**config.mk**
```make
export PLATFORM = sky130hd
export DESIGN_NAME = useq_mbox_flat
export DESIGN_NICKNAME = d
export VERILOG_FILES = /design/src/rtl/useq_mbox_if.sv /design/src/rtl/useq_mbox.sv /design/src/flat_wrapper.sv
export SDC_FILE = /design/constraint.sdc
export NUM_CORES = 1
export LEC_CHECK = 0
export CAP_MARGIN = 20
export CELL_PAD_IN_SITES_DETAIL_PLACEMENT = 1
export CELL_PAD_IN_SITES_GLOBAL_PLACEMENT = 1
export CORE_ASPECT_RATIO = 1.25
export CORE_MARGIN = 3
export CORE_UTILIZATION = 35
export CTS_CLUSTER_DIAMETER = 100
export DETAILED_ROUTE_END_ITERATION = 7
export MAX_ROUTING_LAYER = met4
export PLACE_DENSITY_LB_ADDON = 0.08
export SLEW_MARGIN = 30
export SYNTH_ARGS = -nofsm -noshare
export SYNTH_HDL_FRONTEND = slang
export SYNTH_SLANG_ARGS = --single-unit
```
**constraint.sdc**
```tcl
create_clock -name clk -period 7.4 [get_ports clk]
set_input_delay 1.11 -clock clk [delete_from_list [all_inputs] [get_ports clk]]
set_output_delay 1.11 -clock clk [all_outputs]
set_load 0.02 [all_outputs]
```
**src/rtl/useq_mbox_if.sv**
```systemverilog
// Host/sequencer mailbox bus.
//   master : drives host_wr/host_wdata/host_rd, seq_wr/seq_wdata/seq_rd, clr_err;
//            observes read data, valids, flags, counts, irqs and err.
//   slave  : the mailbox itself (mirror of master).
interface useq_mbox_if #(
  parameter int unsigned DATA_W = 8,
  parameter int unsigned DEPTH  = 16
);
  localparam int unsigned CW = $clog2(DEPTH + 1);

  // host side
  logic              host_wr;
  logic [DATA_W-1:0] host_wdata;
  logic              host_rd;
  logic [DATA_W-1:0] host_rdata;
  logic              host_rvld;
  logic              host_full;
  logic              host_empty;
  logic              host_irq;

  // sequencer side
  logic              seq_wr;
  logic [DATA_W-1:0] seq_wdata;
  logic              seq_rd;
  logic [DATA_W-1:0] seq_rdata;
  logic              seq_rvld;
  logic              seq_full;
  logic              seq_empty;
  logic              seq_irq;

  // status
  logic [CW-1:0]     h2s_count;
  logic [CW-1:0]     s2h_count;
  logic [3:0]        err;
  logic              clr_err;

  modport master (
    output host_wr, host_wdata, host_rd,
    output seq_wr, seq_wdata, seq_rd,
    output clr_err,
    input  host_rdata, host_rvld, host_full, host_empty, host_irq,
    input  seq_rdata, seq_rvld, seq_full, seq_empty, seq_irq,
    input  h2s_count, s2h_count, err
  );

  modport slave (
    input  host_wr, host_wdata, host_rd,
    input  seq_wr, seq_wdata, seq_rd,
    input  clr_err,
    output host_rdata, host_rvld, host_full, host_empty, host_irq,
    output seq_rdata, seq_rvld, seq_full, seq_empty, seq_irq,
    output h2s_count, s2h_count, err
  );
endinterface

```
**src/rtl/useq_mbox.sv**
```systemverilog
// Bidirectional host <-> sequencer mailbox built from two independent FIFOs.
//   useq_mbox_fifo : one count-based FIFO with registered read data/valid,
//                    registered full/empty and per-cycle reject strobes.
//   useq_mbox      : top; ports clk, rst_n (synchronous, active-low) and the
//                    useq_mbox_if slave modport. H2S is written by the host and
//                    read by the sequencer, S2H the reverse. Adds sticky error
//                    flags {s2h_ovf, s2h_unf, h2s_ovf, h2s_unf} and both irqs.

// Single-clock FIFO; full/empty derive from the occupancy count only.
module useq_mbox_fifo #(
  parameter int unsigned DATA_W = 8,
  parameter int unsigned DEPTH  = 16,
  parameter int unsigned CW     = $clog2(DEPTH + 1)
) (
  input  logic              clk,
  input  logic              rst_n,
  input  logic              i_wr,
  input  logic [DATA_W-1:0] i_wdata,
  input  logic              i_rd,
  output logic [DATA_W-1:0] o_rdata,
  output logic              o_rvld,
  output logic              o_full,
  output logic              o_empty,
  output logic [CW-1:0]     o_count,
  output logic [CW-1:0]     o_count_nxt_c,
  output logic              o_ovf_c,
  output logic              o_unf_c
);
  localparam int unsigned AW = $clog2(DEPTH);

  logic [DATA_W-1:0] r_mem [DEPTH];
  logic [AW-1:0]     r_wptr;
  logic [AW-1:0]     r_rptr;
  logic [CW-1:0]     r_count;
  logic              r_full;
  logic              r_empty;
  logic              r_rvld;
  logic [DATA_W-1:0] r_rdata;

  logic              w_wr_acc;
  logic              w_rd_acc;
  logic [CW-1:0]     w_count_nxt;

  // Acceptance looks at registered flags only: a same-cycle read never frees
  // space for a write, and a same-cycle write never feeds a read.
  always_comb begin
    w_wr_acc    = i_wr & ~r_full;
    w_rd_acc    = i_rd & ~r_empty;
    w_count_nxt = r_count + CW'(w_wr_acc) - CW'(w_rd_acc);
  end

  // Pointers, count, flags and read port.
  always_ff @(posedge clk) begin
    if (!rst_n) begin
      r_wptr  <= '0;
      r_rptr  <= '0;
      r_count <= '0;
      r_full  <= 1'b0;
      r_empty <= 1'b1;
      r_rvld  <= 1'b0;
      r_rdata <= '0;
    end else begin
      if (w_wr_acc) begin
        r_wptr <= r_wptr + AW'(1);
      end
      if (w_rd_acc) begin
        r_rptr  <= r_rptr + AW'(1);
        r_rdata <= r_mem[r_rptr];
      end
      r_rvld  <= w_rd_acc;
      r_count <= w_count_nxt;
      r_full  <= (w_count_nxt == CW'(DEPTH));
      r_empty <= (w_count_nxt == '0);
    end
  end

  // Storage array, not reset.
  always_ff @(posedge clk) begin
    if (rst_n && w_wr_acc) begin
      r_mem[r_wptr] <= i_wdata;
    end
  end

  assign o_rdata       = r_rdata;
  assign o_rvld        = r_rvld;
  assign o_full        = r_full;
  assign o_empty       = r_empty;
  assign o_count       = r_count;
  assign o_count_nxt_c = w_count_nxt;
  assign o_ovf_c       = i_wr & r_full;
  assign o_unf_c       = i_rd & r_empty;
endmodule

module useq_mbox #(
  parameter int unsigned DATA_W    = 8,
  parameter int unsigned DEPTH     = 16,
  parameter int unsigned IRQ_LEVEL = 1
) (
  input  logic     clk,
  input  logic     rst_n,
  useq_mbox_if.slave mbox
);
  localparam int unsigned CW = $clog2(DEPTH + 1);

  // Elaboration-time parameter guards.
  if (DEPTH < 2 || (DEPTH & (DEPTH - 1)) != 0) begin : g_bad_depth
    $error("useq_mbox: DEPTH must be a power of two >= 2");
  end
  if (IRQ_LEVEL < 1 || IRQ_LEVEL > DEPTH) begin : g_bad_irq_level
    $error("useq_mbox: IRQ_LEVEL must be in 1..DEPTH");
  end

  logic [CW-1:0] w_h2s_count;
  logic [CW-1:0] w_h2s_count_nxt;
  logic [CW-1:0] w_s2h_count;
  logic [CW-1:0] w_s2h_count_nxt;
  logic          w_h2s_ovf;
  logic          w_h2s_unf;
  logic          w_s2h_ovf;
  logic          w_s2h_unf;
  logic [3:0]    w_err_new;

  logic          r_seq_irq;
  logic          r_host_irq;
  logic [3:0]    r_err;

  // Host -> sequencer FIFO.
  useq_mbox_fifo #(
    .DATA_W (DATA_W),
    .DEPTH  (DEPTH),
    .CW     (CW)
  ) u_h2s (
    .clk           (clk),
    .rst_n         (rst_n),
    .i_wr          (mbox.host_wr),
    .i_wdata       (mbox.host_wdata),
    .i_rd          (mbox.seq_rd),
    .o_rdata       (mbox.seq_rdata),
    .o_rvld        (mbox.seq_rvld),
    .o_full        (mbox.host_full),
    .o_empty       (mbox.seq_empty),
    .o_count       (w_h2s_count),
    .o_count_nxt_c (w_h2s_count_nxt),
    .o_ovf_c       (w_h2s_ovf),
    .o_unf_c       (w_h2s_unf)
  );

  // Sequencer -> host FIFO.
  useq_mbox_fifo #(
    .DATA_W (DATA_W),
    .DEPTH  (DEPTH),
    .CW     (CW)
  ) u_s2h (
    .clk           (clk),
    .rst_n         (rst_n),
    .i_wr          (mbox.seq_wr),
    .i_wdata       (mbox.seq_wdata),
    .i_rd          (mbox.host_rd),
    .o_rdata       (mbox.host_rdata),
    .o_rvld        (mbox.host_rvld),
    .o_full        (mbox.seq_full),
    .o_empty       (mbox.host_empty),
    .o_count       (w_s2h_count),
    .o_count_nxt_c (w_s2h_count_nxt),
    .o_ovf_c       (w_s2h_ovf),
    .o_unf_c       (w_s2h_unf)
  );

  assign w_err_new = {w_s2h_ovf, w_s2h_unf, w_h2s_ovf, w_h2s_unf};

  // Interrupts and sticky errors; clr_err only drops the held bits, so an
  // error raised in the clearing cycle still lands.
  always_ff @(posedge clk) begin
    if (!rst_n) begin
      r_seq_irq  <= 1'b0;
      r_host_irq <= 1'b0;
      r_err      <= '0;
    end else begin
      r_seq_irq  <= (w_h2s_count == '0) && (w_h2s_count_nxt != '0);
      r_host_irq <= (w_s2h_count_nxt >= CW'(IRQ_LEVEL));
      r_err      <= (mbox.clr_err ? 4'b0000 : r_err) | w_err_new;
    end
  end

  assign mbox.h2s_count = w_h2s_count;
  assign mbox.s2h_count = w_s2h_count;
  assign mbox.seq_irq   = r_seq_irq;
  assign mbox.host_irq  = r_host_irq;
  assign mbox.err       = r_err;
endmodule

```
**src/flat_wrapper.sv**
```systemverilog
// flat-port wrapper written by rule: the top's interface ports become plain ports
module useq_mbox_flat 
#(
  parameter int unsigned DATA_W    = 8,
  parameter int unsigned DEPTH     = 16,
  parameter int unsigned IRQ_LEVEL = 1
)
  (clk, rst_n, mbox_host_wr, mbox_host_wdata, mbox_host_rd, mbox_seq_wr, mbox_seq_wdata, mbox_seq_rd, mbox_clr_err, mbox_host_rdata, mbox_host_rvld, mbox_host_full, mbox_host_empty, mbox_host_irq, mbox_seq_rdata, mbox_seq_rvld, mbox_seq_full, mbox_seq_empty, mbox_seq_irq, mbox_h2s_count, mbox_s2h_count, mbox_err);
  useq_mbox_if #(.DATA_W(DATA_W), .DEPTH(DEPTH)) mbox_i ();
  input  logic clk;
  input  logic rst_n;
  input wire logic [$bits(mbox_i.host_wr)-1:0] mbox_host_wr;
  input wire logic [$bits(mbox_i.host_wdata)-1:0] mbox_host_wdata;
  input wire logic [$bits(mbox_i.host_rd)-1:0] mbox_host_rd;
  input wire logic [$bits(mbox_i.seq_wr)-1:0] mbox_seq_wr;
  input wire logic [$bits(mbox_i.seq_wdata)-1:0] mbox_seq_wdata;
  input wire logic [$bits(mbox_i.seq_rd)-1:0] mbox_seq_rd;
  input wire logic [$bits(mbox_i.clr_err)-1:0] mbox_clr_err;
  output wire logic [$bits(mbox_i.host_rdata)-1:0] mbox_host_rdata;
  output wire logic [$bits(mbox_i.host_rvld)-1:0] mbox_host_rvld;
  output wire logic [$bits(mbox_i.host_full)-1:0] mbox_host_full;
  output wire logic [$bits(mbox_i.host_empty)-1:0] mbox_host_empty;
  output wire logic [$bits(mbox_i.host_irq)-1:0] mbox_host_irq;
  output wire logic [$bits(mbox_i.seq_rdata)-1:0] mbox_seq_rdata;
  output wire logic [$bits(mbox_i.seq_rvld)-1:0] mbox_seq_rvld;
  output wire logic [$bits(mbox_i.seq_full)-1:0] mbox_seq_full;
  output wire logic [$bits(mbox_i.seq_empty)-1:0] mbox_seq_empty;
  output wire logic [$bits(mbox_i.seq_irq)-1:0] mbox_seq_irq;
  output wire logic [$bits(mbox_i.h2s_count)-1:0] mbox_h2s_count;
  output wire logic [$bits(mbox_i.s2h_count)-1:0] mbox_s2h_count;
  output wire logic [$bits(mbox_i.err)-1:0] mbox_err;
  assign mbox_i.host_wr = mbox_host_wr;
  assign mbox_i.host_wdata = mbox_host_wdata;
  assign mbox_i.host_rd = mbox_host_rd;
  assign mbox_i.seq_wr = mbox_seq_wr;
  assign mbox_i.seq_wdata = mbox_seq_wdata;
  assign mbox_i.seq_rd = mbox_seq_rd;
  assign mbox_i.clr_err = mbox_clr_err;
  assign mbox_host_rdata = mbox_i.host_rdata;
  assign mbox_host_rvld = mbox_i.host_rvld;
  assign mbox_host_full = mbox_i.host_full;
  assign mbox_host_empty = mbox_i.host_empty;
  assign mbox_host_irq = mbox_i.host_irq;
  assign mbox_seq_rdata = mbox_i.seq_rdata;
  assign mbox_seq_rvld = mbox_i.seq_rvld;
  assign mbox_seq_full = mbox_i.seq_full;
  assign mbox_seq_empty = mbox_i.seq_empty;
  assign mbox_seq_irq = mbox_i.seq_irq;
  assign mbox_h2s_count = mbox_i.h2s_count;
  assign mbox_s2h_count = mbox_i.s2h_count;
  assign mbox_err = mbox_i.err;
  useq_mbox #(.DATA_W(DATA_W), .DEPTH(DEPTH), .IRQ_LEVEL(IRQ_LEVEL)) u_core (.clk(clk), .rst_n(rst_n), .mbox(mbox_i));
endmodule
```
==> impl_results.md <==
* Status: complete, no violations
* ANT nets after route at 0
* Root Buffer Master: clkbuf_16
* Syn Area/Cell at ~15 µm²
* Area of the die at 0.0374 mm²
* Fin. Hold Viols at 0
* Ys flop type: edfxtp_1
* Top Family by Delay on Critical Path: adder cells
* Pwr Total at about 4.4 mW
* CP Data Arrival Time at 4220 ps
* Clock buffer depth at 3
* Final Net Count at approximately 910
* CP Launch Type: input port
* Area growth from synthesis to layout at 17.5%
* Post-cts resize count at 0
* Max VDD drop at 0.160 mV
* Num CTS Buffers at 34
* Vias in the first global route at 7438
* CP Class: input port to flip-flop
* Max incr delay on CP at 560 ps
* Drt wl/cell at ~22 µm
* Synth area leaders: edfxtp_1 63%, mux2i_1 10%, dfxtp_1 8.8%
* Yosys warns at 0
* Synth Net Count at 844
* TNS Setup at 0 ps
* Diodes inserted at 0
* Iteration-0 DRC Markers at 288
* Asr flop ratio synth at 0
* Routed wire length at between 20 and 30 mm
* DP HPWL at 20.2 mm
* Worst path depth at 12
* Synth area leader: edfxtp_1
* Initial antenna violation count at 0
* Drt drc at 0
* Seq/Total Area, Yosys at 0.713
* Period Utilization, post-route at 0.516
* Reg2reg start: u_core.u_s2h.o_full$_SDFF_PN0_
* Worst Clk Skew at 21.3 ps
* Largest net degree at the start of global routing at 64
* GR met1 Demand/Resource at 0.171
* WP data required at 7800 ps
* Slowest CP cell: nor2b_1
* Cells after Synth at approximately 800
* Port bufs at 60
* Starting Density at 0.356
* DR vias/cell at 4.97
* Final setup fails at 0
* Static Leak at between 4 and 5 nW
* FMAX at between 200 and 300 MHz
* CP Capture Type: flip-flop
* Gr busiest metal: met2
* Worst-Margin Slew at 901 ps
* RSZ-0062 raised after global routing: false
* Routability cong. at 0.783
* HP Class: flip-flop to flip-flop
* Number of synthesized flops with an enable pin at about 260
* Met2 GRT Util at 0.316
* Clk slew on worst S/H paths at 60 ps
* Area of the core at 0.0345 mm²
* CP startpoint: mbox_seq_wr
* Pwr per Cell Area at 307 mW/mm²
* Buf/Inv on CP at 5
* GRT overflow at 0
* CTS H-tree depth at 2
* # hold bufs at CTS at 0
* Top-area cell type share of the netlist area at 0.625
* Synth Register Bits at 310
* Netlist cell types at between 40 and 50
* Post-Syn Area at 0.0123 mm²
* Maximum fanout along the worst path at 9
* IO Pins at 61
* R2R depth at 11
* Clk sink count at 310
* First-pass GRT wire length at 45.6 mm
* Met3 Usage GRT at 0.0264
* Relative slew slack at 0.397
* Flop2flop setup slack at 4370 ps
* Row cnt at 76
* Die width at 174 µm
* Routed vias at 6753
* TritonCTS clock tree: built
* Hold path cells at 2
* Tmin final at around 3800 ps
* Setup bufs post-CTS at 0
* Pre-antenna DRT Iters at 4
* Worst path most repeated cell: inv_1
* Final Slew Violations at 0
* CP cell instances: clkdlybuf4s50_1 > nor2b_1 > inv_1 > ha_1 > inv_1 > ha_1 > inv_1 > fa_1 > xnor2_1 > nor3b_1 > inv_1 > a2111oi_2
* Global Route Usage Sum at 0.165
* HP Start: u_core.u_h2s.o_rdata[5]$_SDFFE_PN0P_
* Die Ht at 216 µm
* # Max-Cap Violations at 0
* Layout cells sized above 1 at 0.0752
* Clock Latency Late Sink at 520 ps
cells by family after synthesis:
logic type               share of synthesized area
buffers and inverters                       0.0211
XOR/XNOR                                    0.0142
AND/OR/NAND/NOR                             0.0610
AO/OA/AOI/OAI                               0.0586
flip-flops                                   0.713
adder cells (fa/ha/maj)                     0.0246
multiplexers                                 0.107
synth_stat cells (all sizes together), types with 12 or more instances:
master	count
mux2i	126
nor2	62
a21oi	21
a221oi	16
dfxtp	54
inv	21
nand3	18
a22oi	48
edfxtp	256
buf	25
clkbuf	12
ha	21
nand2	39
flip-flops by register name, summed over array words and instances (netlist names):
register / count
u_core.u_h2s.r_rptr: 4
u_core.u_s2h.r_wptr: 4
u_core.mbox.err: 4
u_core.u_h2s.o_count: 5
u_core.u_s2h.o_full: 1
u_core.u_h2s.o_empty: 1
u_core.u_h2s.o_full: 1
u_core.u_s2h.r_rptr: 4
u_core.u_s2h.o_empty: 1
u_core.u_h2s.r_wptr: 4
u_core.u_s2h.o_rvld: 1
u_core.u_s2h.r_mem: 128
u_core.u_h2s.r_mem: 128
u_core.u_s2h.o_count: 5
u_core.u_s2h.o_rdata: 8
u_core.u_h2s.o_rdata: 8
u_core.mbox.seq_irq: 1
u_core.u_h2s.o_rvld: 1
u_core.mbox.host_irq: 1
power breakdown:
part	switching [mW]	internal [mW]	total [mW]
clock network	0.671	0.938	1.61
registers	0.0696	1.98	2.05
logic	0.454	0.318	0.772
layout by cell type, fill, tap and decap left out, types with 3 or more instances in the layout:
cell,Yosys,final
xnor2_1,9,9
ha_1,21,21
nand2_1,39,39
xor2_1,11,11
a221oi_1,16,16
a22oi_1,48,48
mux2i_1,126,126
nor2_1,62,58
inv_1,21,21
clkinv_2,0,4
clkbuf_16,0,34
nor2_2,0,4
nor2b_1,11,10
a21o_1,3,3
clkbuf_1,12,13
buf_4,6,6
and2_1,9,9
dfxtp_1,54,52
edfxtp_1,256,256
clkdlybuf4s50_1,0,60
nand3b_1,4,4
nor3_1,4,4
a21oi_1,21,21
clkinv_1,0,4
nand3_1,18,18
per-layer routing:
layer  routed length (µm)  vias to the layer above  share of wire
met3                  853                       55          0.029
met4                  964                        0          0.032
li1                     -                     3158              -
met2                16900                       95           0.57
met5                    0                        -              0
met1                11100                     3445           0.37
metrics by stage:
stage / worst slack (ps) / hold slack, ps / std cells / util / cell area [µm²]
floorplan: 4010 / 494 / 798 / - / 12300
global placement: 3170 / 480 / 1296 / 0.387 / 13400
detailed placement: 3020 / 488 / 1297 / 0.388 / 13400
CTS: 3560 / 503 / 1359 / 0.418 / 14400
global route: 3250 / 522 / 1359 / 0.419 / 14400
finish: 3580 / 496 / 1359 / 0.419 / 14400
area by class of cell:
class	instances	area (µm²)
clock buffer	48	913
clock inverter	14	138
fill	3418	20100
inverter	21	78.8
multi-input combinational	430	3280
sequential	310	8780
tap	468	586
timing repair buffer	68	677
tightest hold or removal path: cells and delay by family, from the launching register on:
kind | cells | cell delay, ps
DFF | 1 | 330
and+or+nand+nor | 1 | 60
AOI/OAI and AO/OA | 1 | 80
worst paths after layout:
check,to
max,u_core.u_s2h.o_full$_SDFF_PN0_
min reg2reg,u_core.u_h2s.o_rdata[5]$_SDFFE_PN0P_
max reg2reg,u_core.u_s2h.o_full$_SDFF_PN0_
min,u_core.u_h2s.o_rdata[5]$_SDFFE_PN0P_
No activity file was read; power rests on OpenSTA's default activity.
==> RTL edit 1: new RTL, same flow settings <==
`DATA_W` is set to 8 in 4 places; all go to 12.
--- a/src/rtl/useq_mbox_if.sv
+++ b/src/rtl/useq_mbox_if.sv
@@ -3,7 +3,7 @@
 //            observes read data, valids, flags, counts, irqs and err.
 //   slave  : the mailbox itself (mirror of master).
 interface useq_mbox_if #(
-  parameter int unsigned DATA_W = 8,
+  parameter int unsigned DATA_W = 12,
   parameter int unsigned DEPTH  = 16
 );
   localparam int unsigned CW = $clog2(DEPTH + 1);
--- a/src/rtl/useq_mbox.sv
+++ b/src/rtl/useq_mbox.sv
@@ -8,7 +8,7 @@
 
 // Single-clock FIFO; full/empty derive from the occupancy count only.
 module useq_mbox_fifo #(
-  parameter int unsigned DATA_W = 8,
+  parameter int unsigned DATA_W = 12,
   parameter int unsigned DEPTH  = 16,
   parameter int unsigned CW     = $clog2(DEPTH + 1)
 ) (
@@ -92,7 +92,7 @@
 endmodule
 
 module useq_mbox #(
-  parameter int unsigned DATA_W    = 8,
+  parameter int unsigned DATA_W    = 12,
   parameter int unsigned DEPTH     = 16,
   parameter int unsigned IRQ_LEVEL = 1
 ) (
--- a/src/flat_wrapper.sv
+++ b/src/flat_wrapper.sv
@@ -1,7 +1,7 @@
 // flat-port wrapper written by rule: the top's interface ports become plain ports
 module useq_mbox_flat 
 #(
-  parameter int unsigned DATA_W    = 8,
+  parameter int unsigned DATA_W    = 12,
   parameter int unsigned DEPTH     = 16,
   parameter int unsigned IRQ_LEVEL = 1
 )
Ports: changed (resized mbox_host_rdata, mbox_host_wdata, mbox_seq_rdata and mbox_seq_wdata); port bits go from 61 to 77. The function was not compared with the original's and may differ.
==> RTL edit 1 against the unedited design <==
  * Power grew 40%
  * Cell area grew 42%
  * Sequential cell count grew 136
  * Critical path depth shrank 1
  * Routed wire length grew 35%
  * Core utilization grew 0.20 points
  * Synthesized area grew 41%
  * Maximum frequency grew 1.7%
  * Critical path type unchanged
  * Largest cell class unchanged
  * Clock skew grew 0.0040 ns
  * Worst setup slack gained 0.064 ns
==> RTL edit 1: results (changes against the unedited design) <==
metric	value	unit	change
outcome	completed		unchanged
number of cells on the worst reg-to-reg path	10		was 11
NetSw	1.58	mW	was 1.19 mW
arrival time at the worst endpoint	4.18	ns	was 4.22 ns
biggest regs	u_core.u_h2s.r_mem: 192 flops, u_core.u_s2h.r_mem: 192 flops		was u_core.u_h2s.r_mem: 128 flops, u_core.u_s2h.r_mem: 128 flops
Non-clock buffer share	4.78	%	was 4.69%
M2 GR Usage	28.0	%	was 31.6%
# diodes	1		was 0
pre-CTS setup slack	3.03	ns	was 3.02 ns
top post-synthesis cells by area	edfxtp_1, mux4_2, dfxtp_1, mux2_2, mux4_1		was edfxtp_1, mux2i_1, dfxtp_1, a22oi_1, ha_1
average routed wire per standard cell	23.3	um	was 22.0 um
Non-clk bufs	105		was 68
Hold Path Stages	1		was 2
fill count	4714		was 3418
GRT Util Overall	16.2	%	was 16.5%
share of layout cells above drive strength 1	23.7	%	was 7.52%
Layout Nets	1095		was 911
DR vias	8642		was 6753
vias in the first global route	9523		was 7438
post-synthesis net count	989		was 844
Worst VDD drop	0.186	mV	was 0.160 mV
Synth cell types	43		was 41
post-synthesis async set-or-reset flop share	0	%	unchanged
Slew Limit Headroom	36.4	%	was 39.7%
Initial DRC Count	407		was 288
gpl congestion	0.692		was 0.783
final-layout clock buffer total	71		was 48
Reg power frac	47.4	%	was 46.3%
Worst-Skew Late Latency	0.59	ns	was 0.52 ns
number of port buffers	76		was 60
initial antenna violation count	1		was 0
Final Skew	0.0253	ns	was 0.0213 ns
Hold WC Path Type	reg2reg		unchanged
GR Util met3	2.72	%	was 2.64%
count of multi-input gates	420		was 430
EDFF count, synth	384		was 256
kind of cell adding the most delay to the critical path	simple AND/OR/NAND/NOR gates		was adder cells
first-pass GRT wire length	61.4	mm	was 45.6 mm
Clock Tree Root	clkbuf_16		unchanged
Num CTS Buffers	47		was 34
Sink Count	446		was 310
largest net degree at the start of global routing	43		was 64
slowest stage delay, CP	0.59	ns	was 0.56 ns
sequential share of cell area	62.5	%	was 60.7%
leakage	6.52	nW	was 4.61 nW
setup bufs post-CTS	0		unchanged
leading post-synthesis cells by instance count	edfxtp_1, nor2_1, mux2_2		was edfxtp_1, mux2i_1, nor2_1
Comb. pwr	0.972	mW	was 0.772 mW
post-DP HPWL	25.1	mm	was 20.2 mm
H-tree depth	2		unchanged
PwrDens	302	mW/mm2	was 307 mW/mm2
clock slew at reported path FFs	0.06	ns	about the same
fraction of area in multi-input gates	21.0	%	was 22.7%
CP Max Fanout	9		unchanged
Clock buf/inv share	7.38	%	was 7.28%
Seq/Total Area, Yosys	73.7	%	was 71.3%
met1 usage	19.9	%	was 17.1%
[RTL edit 1: cell types whose count changed in the layout (fill, tap and decap cells not counted), sizes merged, moves of 20 or more]
| cell | before | now |
|---|---|---|
| nor2 | 62 | 84 |
| clkbuf | 48 | 71 |
| mux4 | 2 | 72 |
| a221o | 2 | 22 |
| edfxtp | 256 | 384 |
| nand2 | 39 | 15 |
| a22oi | 48 | 4 |
| buf | 8 | 29 |
| nor3 | 4 | 24 |
| mux2i | 126 | 2 |
| mux2 | 1 | 73 |
| o22ai | 0 | 22 |
[RTL edit 1: stage by stage]
stage / hold slack [ns] / instances / cell area (um2)
after detailed placement: 0.481 / 1636 / 18900
after global placement: 0.469 / 1636 / 18900
final: 0.487 / 1725 / 20500
after floorplan: 0.522 / 935 / 17300
after global routing: 0.515 / 1725 / 20500
after CTS: 0.495 / 1724 / 20400
[RTL edit 1: routing by layer]
| layer | part of all wire (%) | vias to the layer above |
|---|---|---|
| met2 | 52 | 133 |
| met3 | 3.5 | 51 |
| met1 | 43 | 4542 |
| li1 | - | 3916 |
| met4 | 1.9 | 0 |
| met5 | 0 | - |
[RTL edit 1: logic make-up (layout without fill, tap and decap cells)]
logic type	count (synthesis)	count (layout)	share of synthesized area [%]
buf+inv	69	214	1.85
other cells	0	1	0
mux	147	147	14.5
xor+xnor	20	20	1.01
flops	446	446	73.7
fa+ha+maj	23	23	1.75
simple gates	162	162	4.28
compound gates	68	68	3.00
[RTL edit 1: final timing paths]
kind / start / endpoint / slack, ns
max: mbox_host_rd / u_core.u_s2h.o_full / 3.65
min reg2reg: u_core.u_s2h.o_rdata[1] / u_core.u_s2h.o_rdata[1] / 0.49
min: u_core.u_s2h.o_rdata[1] / u_core.u_s2h.o_rdata[1] / 0.49
max reg2reg: u_core.u_s2h.o_empty / u_core.u_s2h.o_full / 4.34
==> RTL edit 2: new RTL, same flow settings <==
Without the edit above. Reset style: asynchronous (`rst_n`), changed in 2 clocked blocks.
--- a/src/rtl/useq_mbox.sv
+++ b/src/rtl/useq_mbox.sv
@@ -50,7 +50,7 @@
   end
 
   // Pointers, count, flags and read port.
-  always_ff @(posedge clk) begin
+  always_ff @(posedge clk or negedge rst_n) begin
     if (!rst_n) begin
       r_wptr  <= '0;
       r_rptr  <= '0;
@@ -170,7 +170,7 @@
 
   // Interrupts and sticky errors; clr_err only drops the held bits, so an
   // error raised in the clearing cycle still lands.
-  always_ff @(posedge clk) begin
+  always_ff @(posedge clk or negedge rst_n) begin
     if (!rst_n) begin
       r_seq_irq  <= 1'b0;
       r_host_irq <= 1'b0;
Check against the original RTL: differs if rst_n is asserted again (counterexample within 4 cycles, from zero or initial values and one cycle with rst_n low); with rst_n held inactive, the same outputs for 10 cycles.
==> RTL edit 2 against the unedited design <==
  * Cell area grew 0.91%
  * Routed wire length shrank 1.2%
  * Sequential cell count is the same
  * Clock skew shrank 0.0020 ns
  * Worst setup slack gained 0.17 ns
  * Register-to-register slack lost 0.08 ns
  * Largest cell class unchanged
  * Die area grew 1.0%
  * Synthesized area grew 1.1%
  * Cell count shrank 2.8%
Power is not compared: it rests on default switching activity, and its combinational part moved more than twofold at a synthesized area within 25%.
==> RTL edit 2: results (changes against the unedited design) <==
metric	value	unit	change
slowest stage delay, CP	0.48	ns	was 0.56 ns
# diodes	0		unchanged
hold path startpoint	u_core.u_h2s.o_rdata[1]		was u_core.u_h2s.o_rdata[5]
kind of cell adding the most delay to the critical path	adder cells		unchanged
leading post-synthesis cells by instance count	edfxtp_1, mux2i_1, dfrtp_1		was edfxtp_1, mux2i_1, nor2_1
Resized cells post-CTS	0		unchanged
first-pass GRT wire length	44.9	mm	was 45.6 mm
share of layout cells above drive strength 1	10.1	%	was 7.52%
Reg2Reg Setup Slack	4.29	ns	was 4.37 ns
Synth cell types	44		was 41
Critical R2R Launch	u_core.u_h2s.o_empty		was u_core.u_s2h.o_full
arrival time at the worst endpoint	4.04	ns	was 4.22 ns
DR pass1 iterations	4		unchanged
setup bufs post-CTS	0		unchanged
hold slack	0.478	ns	was 0.496 ns
outcome	completed		unchanged
fill count	3446		was 3418
Layout Nets	874		was 911
clock slew at reported path FFs	0.06	ns	about the same
Hold WC Path Type	reg2reg		unchanged
Worst VDD drop	0.187	mV	
largest net degree at the start of global routing	63		was 64
Num CTS Buffers	35		was 34
dominant synthesized flop cell	edfxtp_1		unchanged
Seq/Total Area, Yosys	72.8	%	was 71.3%
total wire length	29.5	mm	was 29.8 mm
measured slew at the worst slew-check pin	0.945	ns	was 0.901 ns
GRT Util Overall	16.1	%	was 16.5%
Hold Path Stages	2		unchanged
max_cap viols	0		unchanged
sw frac	33.0	%	
H-tree depth	2		unchanged
r2r endpoint	u_core.mbox.seq_irq		was u_core.u_s2h.o_full
post-synthesis async set-or-reset flop share	17.4	%	was 0%
CP max-delay cell	clkdlybuf4s50_1		was nor2b_1
gpl congestion	0.811		was 0.783
Initial DRC Count	294		was 288
EDFF count, synth	256		unchanged
post-synthesis net count	804		was 844
post-DP HPWL	19.8	mm	was 20.2 mm
DR vias	6490		was 6753
vias in the first global route	7258		was 7438
top post-synthesis cells by area	edfxtp_1, dfrtp_1, mux2i_1, ha_1, mux4_1		was edfxtp_1, mux2i_1, dfxtp_1, a22oi_1, ha_1
Hold EP	u_core.u_h2s.o_rdata[1]		was u_core.u_h2s.o_rdata[5]
number of cells on the worst reg-to-reg path	9		was 11
initial antenna violation count	0		unchanged
clock power share	28.4	%	
Final Skew	0.0193	ns	was 0.0213 ns
biggest regs	u_core.u_h2s.r_mem: 128 flops, u_core.u_s2h.r_mem: 128 flops		unchanged
CTS Buffer Depth	3		unchanged
RTL edit 2: worst max-delay path by stage:
stage,startpoint,cells past startpoint,slack [ns],endpoint
floorplan,mbox_host_rd,12,4.07,u_core.mbox.host_irq
global placement,mbox_host_wr,10,3.34,u_core.mbox.seq_irq
detailed placement,mbox_host_wr,10,3.19,u_core.mbox.seq_irq
CTS,mbox_host_wr,10,3.72,u_core.mbox.seq_irq
global route,mbox_seq_wr,12,3.49,u_core.u_s2h.o_full
finish,mbox_host_wr,10,3.75,u_core.mbox.seq_irq
RTL edit 2: worst register-to-register path, cell delays in order (launching register included):
cell and delay (ns):
dfstp_2 0.57, nand2b_1 0.41, inv_1 0.20, ha_1 0.33, inv_1 0.04, ha_1 0.20, fa_1 0.44, xor2_1 0.17
or3_1 0.37, o31a_1 0.25
RTL edit 2: cell type report:
class	instances	area, um2	area share (%)
multi-input combinational	388	3110	21.3
inverter	26	97.6	0.669
tap	468	586	4.02
sequential	310	9050	62.1
clock buffer	48	967	6.63
timing repair buffer	67	652	4.47
clock inverter	14	116	0.798
RTL edit 2: metrics by stage:
stage	power (mW)	area [um2]	instances	setup slack, ns
2_1_floorplan	3.56	12400	758	4.07
3_3_place_gp	4.17	13500	1259	3.34
3_5_place_dp	4.23	13500	1259	3.19
4_1_cts	5.90	14600	1321	3.72
5_1_grt	6.12	14600	1321	3.49
6_report	5.80	14600	1321	3.75
RTL edit 2: kinds of logic after synthesis:
kind of cell / synth area share (%)
AO/OA/AOI/OAI: 3.86
XOR/XNOR: 1.34
multiplexers: 11.7
flip-flops: 72.8
AND/OR/NAND/NOR: 5.68
buffers and inverters: 2.24
adder cells (fa/ha/maj): 2.44
RTL edit 2: metal layers:
layer	GRT usage, %	wire, um
met1	17.6	11600
met2	30.0	16200
met3	2.58	916
met4	4.82	779
met5	-	0
